$ cat config.mk
export PLATFORM = sky130hd
export DESIGN_NAME = alu_flag_reg
export DESIGN_NICKNAME = d
export VERILOG_FILES = /design/src/rtl/alu_pkg.sv /design/src/rtl/or_reduce_chunk.sv /design/src/rtl/alu_flag_reg.sv
export SDC_FILE = /design/constraint.sdc
export NUM_CORES = 1
export LEC_CHECK = 0
export CORE_MARGIN = 2
export CORE_UTILIZATION = 30
export DETAILED_ROUTE_END_ITERATION = 8
export HOLD_SLACK_MARGIN = 0.02
export PLACE_DENSITY = 0.74
export SLEW_MARGIN = 20
export SYNTH_ARGS = -nofsm -noshare
export SYNTH_HDL_FRONTEND = slang
export SYNTH_SLANG_ARGS = --single-unit
$ cat constraint.sdc
create_clock -name clk -period 1.8 [get_ports clk]
set_input_delay 0.18 -clock clk [delete_from_list [all_inputs] [get_ports clk]]
set_output_delay 0.18 -clock clk [all_outputs]
set_load 0.05 [all_outputs]
$ cat src/rtl/alu_pkg.sv
// Shared ALU constants and the status-flag bundle used by the flag register
// and by the downstream branch/condition logic.
package alu_pkg;

   localparam int ALU_WIDTH = 32;
   localparam int ALU_CHUNK = 8;
   localparam int ALU_CNT_W = 8;

   typedef struct packed {
      logic zero;
      logic neg;
      logic carry;
      logic ovf;
   } alu_flags_t;

   function automatic int num_chunks(input int width, input int chunk);
      return (width + chunk - 1) / chunk;
   endfunction

endpackage

$ cat src/rtl/or_reduce_chunk.sv
// First-level OR group of the zero detector: one bit set anywhere in the chunk.
module or_reduce_chunk #(
   parameter int CHUNK = 8
) (
   input  logic [CHUNK-1:0] in_bits,
   output logic             any_set
);

   assign any_set = |in_bits;

endmodule

$ cat src/rtl/alu_flag_reg.sv
// Two-stage registered ALU status flags (zero/neg/carry/ovf) with a sticky
// non-zero bit and a saturating zero-result counter.
module alu_flag_reg
   import alu_pkg::*;
#(
   parameter int WIDTH = ALU_WIDTH,
   parameter int CHUNK = ALU_CHUNK,
   parameter int CNT_W = ALU_CNT_W
) (
   input  logic             clk,
   input  logic             rst_n,
   input  logic             in_valid,
   input  logic [WIDTH-1:0] in_data,
   input  logic             in_carry,
   input  logic             in_ovf,
   input  logic             clr,
   output logic             out_valid,
   output logic             zero,
   output logic             neg,
   output logic             carry,
   output logic             ovf,
   output logic             sticky_nz,
   output logic [CNT_W-1:0] zero_cnt
);

   localparam int NCH  = num_chunks(WIDTH, CHUNK);
   localparam int PADW = NCH * CHUNK;
   localparam logic [CNT_W-1:0] CNT_MAX = {CNT_W{1'b1}};

   logic [PADW-1:0] data_pad;
   logic [NCH-1:0]  chunk_or;

   // Top chunk may be partial; the unused bits read as zero.
   always_comb begin
      data_pad = '0;
      data_pad[WIDTH-1:0] = in_data;
   end

   generate
      for (genvar gi = 0; gi < NCH; gi++) begin : g_chunk
         or_reduce_chunk #(.CHUNK(CHUNK)) u_or (
            .in_bits (data_pad[gi*CHUNK +: CHUNK]),
            .any_set (chunk_or[gi])
         );
      end
   endgenerate

   logic             v1_q, v1_d;
   logic [NCH-1:0]   chunk_or_q, chunk_or_d;
   logic             msb1_q, msb1_d;
   logic             carry1_q, carry1_d;
   logic             ovf1_q, ovf1_d;
   alu_flags_t       flags_q, flags_d;
   logic             out_valid_q, out_valid_d;
   logic             sticky_q, sticky_d;
   logic [CNT_W-1:0] cnt_q, cnt_d;
   logic             result_zero;

   assign result_zero = ~|chunk_or_q;

   always_comb begin
      v1_d       = in_valid;
      chunk_or_d = chunk_or_q;
      msb1_d     = msb1_q;
      carry1_d   = carry1_q;
      ovf1_d     = ovf1_q;
      if (in_valid) begin
         chunk_or_d = chunk_or;
         msb1_d     = in_data[WIDTH-1];
         carry1_d   = in_carry;
         ovf1_d     = in_ovf;
      end

      out_valid_d = v1_q;
      flags_d     = flags_q;
      if (v1_q) begin
         flags_d.zero  = result_zero;
         flags_d.neg   = msb1_q;
         flags_d.carry = carry1_q;
         flags_d.ovf   = ovf1_q;
      end

      // clr beats a result arriving in the same cycle; that result is not counted.
      sticky_d = sticky_q;
      cnt_d    = cnt_q;
      if (clr) begin
         sticky_d = 1'b0;
         cnt_d    = '0;
      end else if (v1_q) begin
         if (!result_zero) begin
            sticky_d = 1'b1;
         end else if (cnt_q != CNT_MAX) begin
            cnt_d = cnt_q + CNT_W'(1);
         end
      end
   end

   always_ff @(posedge clk or negedge rst_n) begin
      if (!rst_n) begin
         v1_q        <= 1'b0;
         chunk_or_q  <= '0;
         msb1_q      <= 1'b0;
         carry1_q    <= 1'b0;
         ovf1_q      <= 1'b0;
         flags_q     <= '{zero: 1'b1, neg: 1'b0, carry: 1'b0, ovf: 1'b0};
         out_valid_q <= 1'b0;
         sticky_q    <= 1'b0;
         cnt_q       <= '0;
      end else begin
         v1_q        <= v1_d;
         chunk_or_q  <= chunk_or_d;
         msb1_q      <= msb1_d;
         carry1_q    <= carry1_d;
         ovf1_q      <= ovf1_d;
         flags_q     <= flags_d;
         out_valid_q <= out_valid_d;
         sticky_q    <= sticky_d;
         cnt_q       <= cnt_d;
      end
   end

   assign out_valid = out_valid_q;
   assign zero      = flags_q.zero;
   assign neg       = flags_q.neg;
   assign carry     = flags_q.carry;
   assign ovf       = flags_q.ovf;
   assign sticky_nz = sticky_q;
   assign zero_cnt  = cnt_q;

endmodule

==> results.sh <==
export IMPL_post_route_drc_count=0
export IMPL_cts_tree="done"
export IMPL_clock_sinks=22
export IMPL_firstDrtPassIters=3
export IMPL_syn_inst=85
export IMPL_crit_chain="clkdlybuf4s50_1"
export IMPL_ctsHoldBuffers=0
export IMPL_met3_length_um=194
export IMPL_max_cap_violations=0
export IMPL_overflow=0
export IMPL_startpoint_type="flip-flop"
export IMPL_h_tree_depth=1
export IMPL_status="finished, final reports clean"
export IMPL_crit_arrival_ns=1.55
export IMPL_setup_viol=0
export IMPL_io_pins=52
export IMPL_endpoint="zero_cnt[6]"
export IMPL_die_w_um=62.1
export IMPL_pre_cts_slack_ns=0.135
export IMPL_place_congestion=0.822
export IMPL_worstReg2RegStart="zero_cnt[0]$_DFFE_PN0P_"
export IMPL_first_global_vias=908
export IMPL_wl_mm=2.60
export IMPL_yosysMostFrequentCell="dfrtp_1"
export IMPL_met2WireLength_mm=1.37
export IMPL_yosysWarningCount=0
export IMPL_drive_above_1_share_pct=14.2
export IMPL_p_int_mw=0.710
export IMPL_fin_skew_ns=0.00107
export IMPL_initial_core_util_pct=30.8
export IMPL_synth_area_leader_cell="dfrtp_1"
export IMPL_hold_viol=0
export IMPL_tns_ns=0
export IMPL_p_leak_nw=0.661
export IMPL_worstMarginPinSlew_ns=0.515
export IMPL_synth_top_area_share_pct=52.0
export IMPL_crit_fanout=5
export IMPL_fmax_ghz=0.578
export IMPL_reg2reg_slack_ns=0.11
export IMPL_grt_usage_pct=14.1
export IMPL_switchingPower_mw=0.238
export IMPL_yosys_top_cells_area="dfrtp_1 52%, mux2_1 6.7%, nor4_1 5.0%"
export IMPL_crit_slowest_cell="clkdlybuf4s50_1"
export IMPL_placeableCoreArea_mm2=0.00328
export IMPL_hp_class="input port to async pin"
export IMPL_finalCriticalPeriod_ns=1.73
export IMPL_post_cts_buffers=0
export IMPL_max_stage_delay_ns=0.82
export IMPL_crit_required_ns=1.62
export IMPL_rows=21
export IMPL_synth_area_mm2=0.00101
export IMPL_place_hpwl_mm=2.12
export IMPL_crit_cells=1
export IMPL_ys_seq_elements=22
export IMPL_maxSlewViolCount=0
export IMPL_peakVddDrop_uv=210
export IMPL_antenna_found_initial=0
export IMPL_rsz0062_at_grt="false"
export IMPL_clock_root_buffer="clkbuf_4"
export IMPL_antenna_left=0
export IMPL_yosysSeqAreaShare_pct=54.6
export IMPL_design_die_area_mm2=0.00385
export IMPL_powerDensity_mw_per_mm2=583
export IMPL_combPwrFrac_pct=20.8
export IMPL_crit_start="zero_cnt[6]$_DFFE_PN0P_"
export IMPL_path_class="flip-flop to output port"
export IMPL_relSlewSlack_pct=65.6
export IMPL_drt_iter0_markers=27
export IMPL_insertion_delay_ns=0.29
export IMPL_pwr_share_seq_pct=55.5
export IMPL_setup_ws_ns=0.0696
export IMPL_netlist_top_cells_count="21 x dfrtp_1, 11 x nor2_1, 8 x nor4_1, 6 x mux2_1, 4 x a31oi_1"
export IMPL_drt_wirelength_per_cell_um=13.9
export IMPL_critPathCaptureType="output port"
export IMPL_synth_ff_type="dfrtp_1"
export IMPL_cts_buffers=3
export IMPL_clock_path_buffers=2
export IMPL_via_per_inst=4.90
export IMPL_antenna_cells=0
export IMPL_fin_nets=181
export IMPL_highest_layer="met4"
export IMPL_switching_share_pct=25.1
export IMPL_fin_crit_sh_pct=96.1
export IMPL_grt_max_degree=23
export IMPL_synthDistinctLibCells=31
export IMPL_r2r_end="zero_cnt[5]$_DFFE_PN0P_"
export IMPL_syn_area_per_cell_um2=11.9
export IMPL_synth_async_reset_ratio_pct=100
export IMPL_met1Wirelength_mm=1.02
export IMPL_die_h_um=62.1
export IMPL_clk_transition_reported_paths_ns=0.11
export IMPL_syn_num_nets=124
export IMPL_power_share_clock_pct=23.7
export IMPL_reg2regPathDepth=5
export IMPL_vias=917
export IMPL_cpLargestDelayFamily="buffers and inverters"
export IMPL_numPortBuffers=51
export IMPL_synth_edff_count=0
export IMPL_cp_num_buf_inv=1
export IMPL_grt_pass1_wl_mm=4.02
export IMPL_area_growth_pct=60.8
[layout by cell type (no fill, tap or decap), types with 2 or more instances in the layout]
master / synthesis / layout
a21oi_1: 3 / 3
a31oi_1: 4 / 4
buf_4: 0 / 7
clkbuf_4: 0 / 3
clkdlybuf4s50_1: 0 / 45
dfrtp_1: 21 / 19
dfrtp_2: 0 / 2
dlymetal6s2s_1: 0 / 3
mux2_1: 6 / 6
nand2_1: 2 / 2
nand3_1: 3 / 3
nand4_1: 2 / 2
nor2_1: 11 / 11
nor4_1: 8 / 8
xnor2_1: 3 / 3
xor2_1: 2 / 2
[metal layers]
| metal | GRT usage, % | up-vias |
|---|---|---|
| li1 | - | 432 |
| met1 | 15.9 | 446 |
| met2 | 26.9 | 37 |
| met3 | 2.69 | 2 |
| met4 | 3.65 | 0 |
| met5 | 0 | - |
[how the worst min path moves through the flow]
| stage | slack, ns | start | endpoint | cells after the start |
|---|---|---|---|---|
| global route | 0.24 | rst_n | zero_cnt[6]$_DFFE_PN0P_ | 2 |
| global placement | 0.47 | carry1_q$_DFFE_PN0P_ | carry1_q$_DFFE_PN0P_ | 1 |
| detailed placement | 0.48 | carry1_q$_DFFE_PN0P_ | carry1_q$_DFFE_PN0P_ | 1 |
| floorplan | -0.12 | rst_n | carry$_DFFE_PN0P_ | 0 |
| finish | 0.21 | rst_n | zero_cnt[6]$_DFFE_PN0P_ | 2 |
| CTS | 0.21 | rst_n | zero_cnt[6]$_DFFE_PN0P_ | 2 |
[area by class of cell]
cell class                 count  area (um2)
tap                           46        57.6
clock buffer                   4        26.3
fill                         313        1660
sequential                    22         554
timing repair buffer          55         541
multi-input combinational     60         447
[kinds of logic after synthesis]
group / Yosys count / share of synthesized area [%]
and+or+nand+nor: 33 / 19.8
DFF: 22 / 54.6
AOI/OAI and AO/OA: 13 / 10.0
muxes: 8 / 8.79
xor gates and xnor gates: 5 / 4.33
buffers and inverters: 3 / 1.24
adders and majority gates: 1 / 1.24
[registers in the layout, indices dropped and copies added (netlist names)]
| name | count |
|---|---|
| chunk_or_q | 4 |
| carry | 1 |
| out_valid | 1 |
| zero | 1 |
| msb1_q | 1 |
| ovf | 1 |
| sticky_nz | 1 |
| neg | 1 |
| out_valid_d | 1 |
| ovf1_q | 1 |
| zero_cnt | 8 |
| carry1_q | 1 |
[per-stage QoR]
stage	hold slack, ns	instances	instance area [um2]	total power [mW]	utilization (%)
6_report	0.211	187	1630	0.948	49.5
5_1_grt	0.238	187	1630	0.990	49.5
2_1_floorplan	-0.116	85	1010	0.605	-
3_5_place_dp	0.479	183	1590	0.735	48.5
3_3_place_gp	0.465	183	1590	0.730	48.5
4_1_cts	0.208	187	1620	0.960	49.3
[power groups by stage]
stage               Clock [mW]  Sequential [mW]  Combinational (mW)
floorplan                    0            0.578              0.0269
global placement             0            0.533               0.196
detailed placement           0            0.535               0.200
CTS                      0.234            0.526               0.200
global route             0.251            0.528               0.211
finish                   0.225            0.525               0.197
[timing repair]
item                       CTS  global route
setup endpoints to repair    0             3
gates resized for setup      0             3
hold endpoints to repair     0             0
(Power assumes the default switching activity.)
